--- config.mk ---
export PLATFORM = sky130hd
export DESIGN_NAME = regfile_wr_arbiter
export DESIGN_NICKNAME = d
export VERILOG_FILES = /design/src/rtl/regfile_wr_arbiter.sv
export SDC_FILE = /design/constraint.sdc
export NUM_CORES = 1
export LEC_CHECK = 0
export CORE_AREA = 8 8 122 237
export DETAILED_ROUTE_END_ITERATION = 8
export DIE_AREA = 0 0 130 245
export PLACE_DENSITY_LB_ADDON = 0.08
export SKIP_LAST_GASP = 1
export SLEW_MARGIN = 20
export SYNTH_ARGS = -nofsm -noshare
export SYNTH_HDL_FRONTEND = slang
export SYNTH_SLANG_ARGS = --single-unit
--- constraint.sdc ---
create_clock -name clk -period 9.2 [get_ports clk]
set_input_delay 1.84 -clock clk [delete_from_list [all_inputs] [get_ports clk]]
set_output_delay 1.84 -clock clk [all_outputs]
set_load 0.05 [all_outputs]
--- src/rtl/regfile_wr_arbiter.sv ---
// Round-robin arbiter that multiplexes NREQ write requesters onto the two register-file
// write ports, holding writes that would collide with the core's own r28/r31 updates.
module regfile_wr_arbiter #(
  parameter int NREQ     = 4,
  parameter int addrsize = 5,
  parameter int MAXWAIT  = 15,
  parameter bit ZERO_R0  = 1'b1
) (
  input  logic                     clk,
  input  logic                     rst,
  input  logic [NREQ-1:0]          req,
  input  logic [NREQ*addrsize-1:0] req_addr,
  input  logic [NREQ*32-1:0]       req_data,
  output logic [NREQ-1:0]          gnt,
  input  logic                     stwr_next,
  input  logic                     pcincr_next,
  output logic [addrsize-1:0]      wa0,
  output logic [addrsize-1:0]      wa1,
  output logic [31:0]              wd0,
  output logic [31:0]              wd1,
  output logic [1:0]               write,
  output logic [NREQ-1:0]          starve,
  output logic                     busy
);

  localparam int PW = (NREQ > 1) ? $clog2(NREQ) : 1;
  localparam logic [addrsize-1:0] ST_ADDR = addrsize'(28);
  localparam logic [addrsize-1:0] PC_ADDR = addrsize'(31);
  localparam logic [7:0]          WAIT_LIM = 8'(MAXWAIT);

  logic [PW-1:0]   rr_ptr;
  logic [NREQ-1:0] elig;
  logic            s0_vld, s1_vld;
  logic [PW-1:0]   s0_idx, s1_idx;
  logic [PW-1:0]   rr_next;
  logic [7:0]      cnt [NREQ];

  function automatic logic [addrsize-1:0] addr_of(input logic [PW-1:0] i);
    return req_addr[int'(i)*addrsize +: addrsize];
  endfunction

  function automatic logic [31:0] data_of(input logic [PW-1:0] i);
    return req_data[int'(i)*32 +: 32];
  endfunction

  function automatic logic [7:0] sat_inc(input logic [7:0] v);
    return (v == 8'hFF) ? v : v + 8'd1;
  endfunction

  function automatic logic wr_en(input logic [addrsize-1:0] a);
    return !(ZERO_R0 && (a == '0));
  endfunction

  always_comb begin
    elig = '0;
    for (int i = 0; i < NREQ; i++) begin
      elig[i] = req[i]
             && !((addr_of(PW'(i)) == ST_ADDR) && stwr_next)
             && !((addr_of(PW'(i)) == PC_ADDR) && pcincr_next);
    end
  end

  // Walk requesters in rotated order; slot 1 must target a different register than slot 0.
  always_comb begin
    logic [PW-1:0] ix;
    s0_vld = 1'b0;
    s1_vld = 1'b0;
    s0_idx = '0;
    s1_idx = '0;
    ix     = '0;
    for (int k = 0; k < NREQ; k++) begin
      ix = PW'((int'(rr_ptr) + k) % NREQ);
      if (elig[ix]) begin
        if (!s0_vld) begin
          s0_vld = 1'b1;
          s0_idx = ix;
        end else if (!s1_vld && (addr_of(ix) != addr_of(s0_idx))) begin
          s1_vld = 1'b1;
          s1_idx = ix;
        end
      end
    end
    rr_next = PW'((int'(s1_vld ? s1_idx : s0_idx) + 1) % NREQ);
  end

  always_comb begin
    gnt = '0;
    if (!rst) begin
      if (s0_vld) gnt[s0_idx] = 1'b1;
      if (s1_vld) gnt[s1_idx] = 1'b1;
    end
  end

  assign busy = |(req & ~gnt);

  // Registered write ports: address/data hold when a slot is unused
  always_ff @(posedge clk) begin
    if (rst) begin
      write  <= 2'b00;
      wa0    <= '0;
      wa1    <= '0;
      wd0    <= '0;
      wd1    <= '0;
      rr_ptr <= '0;
    end else begin
      write[0] <= s0_vld && wr_en(addr_of(s0_idx));
      write[1] <= s1_vld && wr_en(addr_of(s1_idx));
      if (s0_vld) begin
        wa0 <= addr_of(s0_idx);
        wd0 <= data_of(s0_idx);
      end
      if (s1_vld) begin
        wa1 <= addr_of(s1_idx);
        wd1 <= data_of(s1_idx);
      end
      if (s0_vld) rr_ptr <= rr_next;
    end
  end

  // starve follows the counter value before this edge, but drops together with the clear
  always_ff @(posedge clk) begin
    if (rst) begin
      starve <= '0;
      for (int i = 0; i < NREQ; i++) cnt[i] <= '0;
    end else begin
      for (int i = 0; i < NREQ; i++) begin
        if (gnt[i] || !req[i]) begin
          cnt[i]    <= '0;
          starve[i] <= 1'b0;
        end else begin
          cnt[i]    <= sat_inc(cnt[i]);
          starve[i] <= (cnt[i] >= WAIT_LIM);
        end
      end
    end
  end

endmodule

# Word-level counts from Yosys, hierarchy flattened
# Memories as Yosys holds them, arrays and structs flattened.
# Cells that the tools add are included.
# totals
ram_bits,32
input_bits,156
reg_bits,82
mem_count,1
# classes
bitwise,11
shifts,10
n_addsub,8
n_reduce_logical,49
order_cmp,12
mul,8
eq_ne,15
mux,84
# mem_list
name,words,word_bits,read_ports,rd_clocked_by_memory_dff,write_ports,line_no,source
cnt,4,8,4,0,4,36,logic [7:0] cnt [NREQ];
# op_table
operator,count
indexed part select 128 x 8 -> 32 bit,2
indexed part select 20 x 6 -> 5 bit,8
2-to-1 mux 8 bit,12
2-to-1 mux 1 bit,45
"== test 5 bit, second input constant",8
"multiplier 2 x 3 -> 5 bit, second input constant",8
2-to-1 mux 2 bit,17
"adder 8 x 1 -> 8 bit, second input constant",4
"== test 8 bit, second input constant",4
">= comparator 8 x 4 -> 1 bit, second input constant",4
logical AND 1 bit,22
"< comparator 2 x 3 -> 1 bit, second input constant",6
zero test 1 bit,16
2-to-1 mux 4 bit,4
inequality test 5 bit,3
zero test 5 bit,2
binary-select mux 1 bit (select 2 bit),4
bitwise OR 1 bit,8
OR reduction 2 bit,4
"adder 2 x 1 -> 2 bit, second input constant",2
"adder 2 bit, second input constant",2
AND 4 bit,1
demux 1 bit (select 2 bit),2
">= comparator 2 x 1 -> 1 bit, second input constant",2
other kinds (4),7

# Longest topological paths before layout
# Gate-level depths: netlist of run 1.
# logic_depth
word_depth,37
ltp_mapped,25
ltp_nobuf,20

# Worst setup path after synthesis of run 1
# No wires, ideal clock.
# synth_path
path_type,input -> output
from,in req_addr[6]
to,out busy
n_path_buf,2
t_required_ps,7360
stages,22
arrival_time_ps,7561
slack_ps,-201
path_cell_list,clkbuf_1 and3_1 o2111a_1 nor2_1 nor2_1 a211o_1 o21ai_0 ha_1 clkbuf_1 mux2i_1 inv_1 a22oi_1 o21ai_0 a2111oi_2 o21ai_0 o211ai_1 a41oi_1 a2111o_1 o21ai_1 nand2_1 o21ai_0 o2111ai_1
# synth_between
elab_chain_len,34
word_cells_on_any_way,79
classes_between,3 x mul; 4 x order compare; 5 x eq/ne; 6 x shift; 45 x mux; 3 x bitwise; 13 x reduce/logical
# synth_rtl
element,line_no,source
from (decl),12,"input logic [NREQ*addrsize-1:0] req_addr,"
== test 5 bit,58,&& !((addr_of(PW'(i)) == ST_ADDR) && stwr_next)
logical AND 1 bit,58,
zero test 1 bit,58,
logical AND 1 bit,58,
logical AND 1 bit,59,&& !((addr_of(PW'(i)) == PC_ADDR) && pcincr_next);
binary-select mux 1 bit (select 2 bit),73,if (elig[ix]) begin
2-to-1 mux 1 bit (not written as such),73,
2-to-1 mux 2 bit,73,
[19 not listed],--,
demux 1 bit (select 2 bit),90,if (s1_vld) gnt[s1_idx] = 1'b1;
bitwise OR 4 bit (no line),--,
2-to-1 mux 4 bit (*),90,
2-to-1 mux 4 bit (*),88,if (!rst) begin
named net gnt[2],14,"output logic [NREQ-1:0] gnt,"
NOT 4 bit (*),94,assign busy = |(req & ~gnt);
AND 4 bit (*),94,
OR reduction 4 bit (*),94,
to (decl),23,output logic busy
# Mark *: on every way through the listed nets, which the timed path passes. The rest lies on a longest branch. The select of a mux whose other input is x is not followed.

# Final worst setup path of run 1
# layout_path
from,in req_addr[16]
to,out busy
# layout_between
elab_chain_len,34
word_cells_on_any_way,79
classes_between,3 x mul; 4 x order compare; 5 x eq/ne; 6 x shift; 45 x mux; 3 x bitwise; 13 x reduce/logical
# layout_rtl
element,line_no
== test 5 bit,58
logical AND 1 bit,58
zero test 1 bit,58
logical AND 1 bit,58
logical AND 1 bit,59
binary-select mux 1 bit (select 2 bit),73
2-to-1 mux 1 bit (not written as such),73
2-to-1 mux 2 bit,73
[18 not listed],--
2-to-1 mux 1 bit (not written as such),90
demux 1 bit (select 2 bit),90
bitwise OR 4 bit (no line),--
2-to-1 mux 4 bit (*),90
2-to-1 mux 4 bit (*),88
NOT 4 bit (*),94
AND 4 bit (*),94
OR reduction 4 bit (*),94
# Mark *: on every way between the ends. The rest lies on a longest branch, timed or not. The select of a mux whose other input is x is not followed.

==> results of run 1 <==
area by class of cell:
class                   count  area [sq um]
inverters                  33         123.9
well taps                 344         430.4
clock inverters            10         111.4
fillers                  2679         13600
multi-input cells        1031          5829
repair buffers            288          2808
clock buffers              22         454.2
flip-flops and latches    114          2603
per-layer routing:
metal,global-route usage (%),vias up
li1,-,4985
met1,30.93,4978
met2,37.60,543
met3,6.804,59
met4,7.494,2
met5,0,-
worst max-delay path: stages:
cell             delay, ps
clkdlybuf4s50_1        540
and3_1                 260
o2111ai_1              330
nand2_1                250
a211o_1                340
o21ai_1                180
ha_1                   260
buf_4                  220
mux2i_1                120
a22oi_1                180
o21ai_0                120
a2111oi_2              330
o21ai_0                130
o211ai_1               160
a41oi_1                220
a2111o_1               540
o21a_2                 230
nor2_1                 160
a21o_1                 140
o2111ai_1              170
buf_12                 200
power groups by stage:
| stage | registers [uW] | clock network [uW] | logic (uW) |
|---|---|---|---|
| floorplan | 1240 | 0 | 1900 |
| global placement | 781 | 0 | 3450 |
| detailed placement | 782 | 0 | 3460 |
| CTS | 774 | 658 | 3480 |
| global route | 794 | 679 | 3740 |
| finish | 775 | 644 | 3500 |
cells by family (layout without fill, tap and decap cells):
family / Yosys count / in the layout / synth area share, %
flip-flops: 114 / 114 / 29.19
AO/OA/AOI/OAI: 256 / 256 / 21.16
AND/OR/NAND/NOR: 707 / 707 / 35.12
adder cells (fa/ha/maj): 6 / 6 / 0.8420
multiplexers: 34 / 34 / 4.505
XOR/XNOR: 28 / 28 / 2.750
buffers and inverters: 139 / 353 / 6.427
state kept, by name (all words and copies together), names as in the netlist:
| register | count |
|---|---|
| wa0 | 5 |
| starve | 4 |
| wa1 | 5 |
| write | 2 |
| cnt | 32 |
| wd1 | 32 |
| wd0 | 32 |
| rr_ptr | 2 |
synth_stat cells (all sizes together) (3+ instances only):
library cell	count	area share [%]
o211ai	28	2.4
o2111a	5	0.66
inv	32	1.3
mux4	4	1.0
o22ai	4	0.28
nor4	6	0.42
or4	6	0.51
nand3	196	11
o21ai	33	1.9
a32o	35	3.9
and2	5	0.35
nand2	365	15
nand3b	3	0.34
mux2	9	1.1
or2	3	0.21
dfxtp	82	18
a21o	3	0.25
a22oi	5	0.42
ha	6	0.84
nor2	77	3.3
nor3	11	0.73
a21oi	70	3.9
edfxtp	32	11
a31oi	12	0.84
a211oi	12	1.0
buf	43	2.4
nor2b	5	0.35
xnor2	17	1.7
o221ai	3	0.29
and3	14	0.98
nor3b	4	0.45
nand4	3	0.21
or3	3	0.21
a32oi	4	0.56
mux2i	21	2.4
a2111oi	5	0.58
clkbuf	63	2.7
o2111ai	9	0.88
xor2	11	1.1
per-stage QoR:
stage               hold WS, ps  util, %  setup WS, ps  cells  total power [uW]
CTS                       451.9    47.57         248.1   1842              4908
global route              471.1    47.61         39.17   1842              5218
detailed placement        446.0    45.39         279.0   1810              4246
finish                    445.7    47.61         417.3   1842              4916
floorplan                 501.9        -         282.8   1284              3132
global placement          436.9    45.39         319.7   1810              4235
worst max-delay path by stage:
| stage | from | end | slack [ps] | depth (start not counted) |
|---|---|---|---|---|
| after floorplan | req_addr[6] | busy | 280 | 22 |
| after global placement | req_addr[11] | busy | 320 | 21 |
| after detailed placement | req_addr[11] | busy | 280 | 21 |
| after CTS | req_addr[11] | busy | 250 | 21 |
| after global routing | req_addr[11] | busy | 40 | 21 |
| final | req_addr[16] | busy | 420 | 21 |
==> impl_metrics.tcl, run 1 <==
set metrics [dict create \
    diodes 0 \
    grt_remaining_overflow 0 \
    wl_met2_um 17520 \
    setup-violations-final 0 \
    drc 0 \
    p_int_uw 2260 \
    seqPwrFrac_pct 15.8 \
    fin_skew_ps 13.08 \
    grt_usage_pct 23.96 \
    wl_um 39050 \
    vias 10567 \
    grt_max_degree 81 \
    start_util_pct 34.35 \
    grt_pass1_wl_um 59140 \
    cp-start-kind "input pin" \
    die_y_um 245 \
    wl_met3_um 3788 \
    yosys_register_bits 114 \
    stdcell_area_sq_mm 0.01236 \
    cts.clk_slew.worst_paths_ps 50 \
    first_pass_iters 6 \
    io_buffer_count 240 \
    gp_congestion 0.9226 \
    slew_headroom_pct 21.39 \
    p_sw_share_pct 54.03 \
    cts_max_path_buffers 2 \
    required_ps 7360 \
    worstHoldPathType "flop to flop" \
    period_needed_ps 8783 \
    r2r-end "cnt[0][7]" \
    max_cap_viol_count 0 \
    layout_common_cells "nand2_1 (365), clkdlybuf4s50_1 (234), nand3_1 (195)" \
    r2r_slack_ps 3400 \
    whs_path_depth 2 \
    dieArea_sq_mm 0.03185 \
    area_growth_syn_to_layout_pct 38.62 \
    p_comb_share_pct 71.1 \
    fin_nets 1647 \
    setup-tns-final_ps 0 \
    yosysSeqAreaShare_pct 29.19 \
    crit_fanout 13 \
    syn-num-nets 1446 \
    drt-met1-wl_um 16890 \
    dpl.hpwl_um 27490 \
    synth_area_sq_mm 0.008916 \
    setup.worst_path.class "input pin to output pin" \
    r2r_start "rr_ptr[1]" \
    min_to "wa0[1]" \
    cts_tree "built" \
    clockRootBuffer "clkbuf_16" \
    via_per_inst 5.737 \
    p_sw_uw 2656 \
    synth-async-reset-ratio_pct 0 \
    coreArea_sq_mm 0.02596 \
    place_area_sq_mm 0.01178 \
    postCtsSetupBuffers 0 \
    ys_dominant_reg_cell "dfxtp_1" \
    rows 84 \
    maxSlewViolCount 0 \
    synth_cell_type_count 81 \
    avgRoutedWirePerCell_um 21.20 \
    power-per-cell-area_mw_per_mm2 397.8 \
    yosysWarningCount 0 \
    timing.final.hold_violations 0 \
    arrival_ps 6940 \
    post_cts_resized 0 \
    pin_count 241 \
    p_clk_share_pct 13.1 \
    cts_buffers 17 \
    synth_edf_count 32 \
    drtIter0Drc 852 \
    grt_pass1_vias 10348 \
    cts.sink_count 114 \
    postSynthCellCount 1284 \
    status "completed" \
    die_w_um 130 \
    final_common_cell "nand2_1" \
    power_leakage_uw 0.004810 \
    antenna_found_initial 1 \
    irDropWorstVdd_mv 0.2602 \
    final.period_utilization_pct 95.46 \
    drive_above_1_share_pct 8.812 \
    ctsHoldBuffers 0 \
    min_from "wa0[1]" \
    rsz0062_at_grt "no" \
    fmax_mhz 113.9 \
    worst_pin_slew_ps 1179 \
    syn_area_per_cell_sq_um 6.944 \
    r2r_cells 14 \
    htreeDepth 4 \
    ant_nets 0 \
    end_kind "output pin" \
    top_layer "met5" \
    insertion_delay_ps 420 \
]
(Power assumes the default switching activity.)
==> run 2, diff against run 1 <==
Settings changed: RECOVER_POWER set to 100.
==> run 2 against run 1 <==
Net effect:
- the flow now finishes with violations (max-capacitance violations, max-slew violations)
- maximum frequency is 0.89% lower
- register-to-register slack lost 470 ps
- critical path depth fell by 1
- power down 1.5%
- setup slack got worse by 79 ps
- final cell count unchanged
- sequential share of layout area is 0.12 points higher
- non-clock buffer count is the same
- critical path type unchanged
==> impl_metrics.tcl, run 2 (synthesis gave the netlist of run 1 again) <==
set metrics [dict create \
    status "finished, violations left" \
    violations "max-capacitance violations, max-slew violations" \
    layout_common_cells "nand2_1 (365), nand3_1 (195), clkdlybuf4s50_1 (154)" \
    cp-start-kind "input pin" \
    fmax_mhz 112.8 \
    period_needed_ps 8862 \
    cts_max_path_buffers 2 \
    area_growth_syn_to_layout_pct 37.82 \
    io_buffer_count 240 \
    busiest_layer "met2" \
    coreArea_sq_mm 0.02596 \
    grt_pass1_wl_um 59140 \
    insertion_delay_ps 420 \
    setup-tns-final_ps 0 \
    gp_congestion 0.9226 \
    cts.sink_count 114 \
    grt_remaining_overflow 0 \
    final_common_cell "nand2_1" \
    final.period_utilization_pct 96.32 \
    dpl.hpwl_um 27490 \
    r2r_slack_ps 2930 \
    cts_tree "built" \
    max_cap_viol_count 3 \
    clockRootBuffer "clkbuf_16" \
    largestRegisters "cnt (32), wd0 (32), wd1 (32)" \
    die_y_um 245 \
    rsz0062_at_grt "no" \
    timing.final.hold_violations 0 \
    drc 0 \
    power-per-cell-area_mw_per_mm2 394.2 \
    cts.clk_slew.worst_paths_ps 50 \
    grt_usage_pct 23.96 \
    setup.worst_path.class "input pin to output pin" \
    use_met1_pct 30.93 \
    power_uw 4844 \
    fin_ws_ps 338.2 \
    arrival_ps 7020 \
    fin_skew_ps 14.33 \
    grt_pass1_vias 10348 \
    wl_um 39020 \
    dieArea_sq_mm 0.03185 \
    avgRoutedWirePerCell_um 21.18 \
    utilization_pct 47.33 \
    first_pass_iters 5 \
    slew_headroom_pct -74.00 \
    htreeDepth 4 \
    diodes 0 \
    die_w_um 130 \
    crit_fanout 15 \
    start_util_pct 34.35 \
    ctsHoldBuffers 0 \
    whs_path_depth 2 \
    drive_above_1_share_pct 8.278 \
    vias 10619 \
    maxSlewViolCount 186 \
    fin_nets 1647 \
    power_leakage_uw 0.004966 \
    dpl_worst_slack_ps 279.0 \
    drtIter0Drc 892 \
    irDropWorstVdd_mv 0.2401 \
    worst_pin_slew_ps 2610 \
    ant_nets 0 \
    required_ps 7360 \
    postCtsSetupBuffers 0 \
    rows 84 \
    worstHoldPathType "flop to flop" \
    pin_count 241 \
    cts_buffers 17 \
    setup-violations-final 0 \
    grt_max_degree 81 \
    antenna_found_initial 1 \
    r2r_cells 15 \
    met3_usage_pct 6.804 \
    end_kind "output pin" \
    via_per_inst 5.765 \
    use_met2_pct 37.60 \
]
## run 2: worst max-delay path, cell delays in order
cell and delay (ps):
clkdlybuf4s50_1 580, nor3b_1 380, o2111ai_2 240, nand2_1 160, nor2_1 50, a21oi_1 210, o21ai_1 170, ha_1 410
o41ai_2 180, o2111a_1 270, nor2_1 530, and3_1 280, o32ai_2 100, o31ai_1 400, buf_12 210, and2_1 220
or2_2 170, o21ai_1 110, o2111ai_1 310, buf_12 180
## run 2: where the power goes
part	switching, uW	total (uW)	internal (uW)
clock network	240	644	404
logic	2300	3430	1130
registers	91.7	770	678
total	2630	4840	2210
## run 2: repair_timing
action,in CTS,in global routing
resized for setup,0,4
endpoints found under the setup margin,0,4
hold endpoints to repair,0,0
## run 2: worst paths after layout
| kind | from | endpoint |
|---|---|---|
| min reg2reg | wa0[1] | wa0[1] |
| max | req_addr[0] | busy |
| min | wa0[1] | wa0[1] |
| max reg2reg | rr_ptr[1] | write[1] |
## run 2: cell type report
class	count	area [sq um]
clock inverters	10	111.4
clock buffers	22	454.2
well taps	344	430.4
repair buffers	288	2774
multi-input cells	1031	5792
fillers	2695	13670
flip-flops and latches	114	2603
inverters	33	123.9
## run 2: stage by stage
stage          area (sq um)  hold slack (ps)  std cells
4_1_cts               12350            451.9       1842
5_1_grt               12290            463.4       1842
3_3_place_gp          11780            436.9       1810
3_5_place_dp          11780            446.0       1810
2_1_floorplan          8916            501.9       1284
6_report              12290            442.7       1842
## run 2: per-layer routing
metal	vias to the layer above	wire (um)	share of wire, %
met5	-	13	0.033
met1	5031	17150	44
met2	534	17480	45
met3	66	3509	9.0
li1	4986	-	-
met4	2	867	2.2
==> run 3, diff against run 2 <==
Settings changed: CORE_AREA 8 8 122 237 to 8 8 130 223, DIE_AREA 0 0 130 245 to 0 0 138 231.
Clock period 9.2 ns to 10 ns, I/O delays scaled along.
==> run 3 against run 2 <==
Net effect:
- the run still ends with max-capacitance violations, max-slew violations left
- power shrank 8.2%
- clock power shrank 10%
- sequential cell count is the same
- sequential power shrank 10%
- critical path depth shrank 1
- sequential share of layout area grew 0.14 points
- die area is essentially flat
- final area shrank 0.65%
- final cell count shrank 1.1%
- global-route usage grew 1.7 points
- worst hold slack gained 3.1 ps
- critical endpoint unchanged
==> impl_metrics.tcl, run 3 (synthesis gave the netlist of run 1 again) <==
set metrics [dict create \
    gp_congestion 1.043 \
    period_needed_ps 9603 \
    r2r_slack_ps 2690 \
    largestRegisters "cnt (32), wd0 (32), wd1 (32)" \
    rows 78 \
    power_uw 4448 \
    coreArea_sq_mm 0.02576 \
    r2r_cells 14 \
    wl_um 42410 \
    insertion_delay_ps 430 \
    via_per_inst 5.841 \
    crit_start "req_addr[5]" \
    arrival_ps 7600 \
    status "finished, violations left" \
    end_kind "output pin" \
    antenna_found_initial 4 \
    cts_tree "built" \
    max_cap_viol_count 4 \
    p_comb_share_pct 71.4 \
    cp-start-kind "input pin" \
    dp_cells 1787 \
    dpl.hpwl_um 30030 \
    cts.sink_count 114 \
    final.period_utilization_pct 96.03 \
    area_growth_syn_to_layout_pct 36.92 \
    htreeDepth 4 \
    die_y_um 231 \
    worstHoldPathType "flop to flop" \
    power-per-cell-area_mw_per_mm2 364.3 \
    p_sw_uw 2446 \
    setup.worst_path.class "input pin to output pin" \
    rsz0062_at_grt "no" \
    setup-violations-final 0 \
    drive_above_1_share_pct 7.749 \
    grt_usage_pct 25.71 \
    start_util_pct 34.61 \
    drc 0 \
    r2r_start "rr_ptr[0]" \
    power_leakage_uw 0.004954 \
    irDropWorstVdd_mv 0.2487 \
    fin_skew_ps 9.189 \
    p_sw_share_pct 54.99 \
    r2r-end "write[1]" \
    pin_count 241 \
    ant_nets 0 \
    timing.final.hold_violations 0 \
    clockRootBuffer "clkbuf_16" \
    grt_pass1_wl_um 63660 \
    postCtsSetupBuffers 0 \
    final_common_cell "nand2_1" \
    crit_fanout 9 \
    first_pass_iters 7 \
    ctsHoldBuffers 0 \
    die_w_um 138 \
    stdcell_count 1821 \
    layout_common_cells "nand2_1 (365), nand3_1 (195), clkdlybuf4s50_1 (154)" \
    vias 10637 \
    p_int_uw 2002 \
    seqPwrFrac_pct 15.5 \
    drtIter0Drc 811 \
    violations "max-capacitance violations, max-slew violations" \
    setup-tns-final_ps 0 \
    whs_ps 445.9 \
    cts_buffers 17 \
    crit_path_end "busy" \
    required_ps 8000 \
    worst_pin_slew_ps 2421 \
    fmax_mhz 104.1 \
    utilization_pct 47.38 \
    io_buffer_count 240 \
    avgRoutedWirePerCell_um 23.29 \
    grt_pass1_vias 10687 \
    slew_headroom_pct -61.41 \
    cts_max_path_buffers 2 \
    maxSlewViolCount 149 \
    grt_max_degree 81 \
    grt_remaining_overflow 0 \
    fin_nets 1648 \
    cts.clk_slew.worst_paths_ps 50 \
    p_clk_share_pct 13.0 \
    dieArea_sq_mm 0.03188 \
]
-- run 3: how the worst min path moves through the flow --
stage | start | end | slack (ps) | cells after the start
floorplan | cnt[2][4] | starve[2] | 500 | 2
global route | wd0[8] | wd0[8] | 460 | 2
CTS | wd0[10] | wd0[10] | 450 | 2
global placement | wd0[18] | wd0[18] | 440 | 2
detailed placement | wd0[10] | wd0[10] | 440 | 2
finish | wd0[7] | wd0[7] | 450 | 2
-- run 3: through the flow --
step	area, sq um	setup WS, ps
global route	12210	75.14
detailed placement	11740	355.6
floorplan	8916	279.3
CTS	12280	336.0
global placement	11740	474.5
finish	12210	397.1
-- run 3: routing by layer --
layer | GRT usage [%] | wire length, um | up-vias
li1 | - | - | 4986
met1 | 24.24 | 14410 | 5016
met3 | 6.906 | 2929 | 152
met5 | 0 | 0 | -
met2 | 46.22 | 21990 | 483
met4 | 20.50 | 3089 | 0
-- run 3: worst max-delay path, cell delays in order --
cell and delay, ps:
clkdlybuf4s50_1 610, and3_1 290, o2111a_1 290, nor2_1 310, nor2_1 110, a211o_1 290, o21ai_1 220, ha_1 390
o41ai_1 300, o2111ai_1 390, a221oi_1 440, or3_1 160, nand4b_1 150, o31ai_4 540, o311a_2 300, nand2_1 90
o21ai_0 270, o2111ai_1 210, buf_12 200
-- run 3: cell type report --
type	count	area [sq um]
fillers	2683	13560
multi-input cells	1031	5768
repair buffers	289	2764
flip-flops and latches	114	2603
clock buffers	24	483.0
well taps	320	400.4
inverters	33	123.9
clock inverters	6	56.30
diodes	4	10.01
-- run 3: power by group through the flow --
| stage | clock network [uW] | registers, uW | logic (uW) |
|---|---|---|---|
| 2_1_floorplan | 0 | 1140 | 1740 |
| 3_3_place_gp | 0 | 702 | 3230 |
| 3_5_place_dp | 0 | 706 | 3240 |
| 4_1_cts | 596 | 698 | 3250 |
| 5_1_grt | 614 | 708 | 3420 |
| 6_report | 578 | 692 | 3180 |
-- run 3: timing repair --
action,CTS,global route
hold endpoints to repair,0,0
gates resized for setup,0,2
endpoints found under the setup margin,0,1
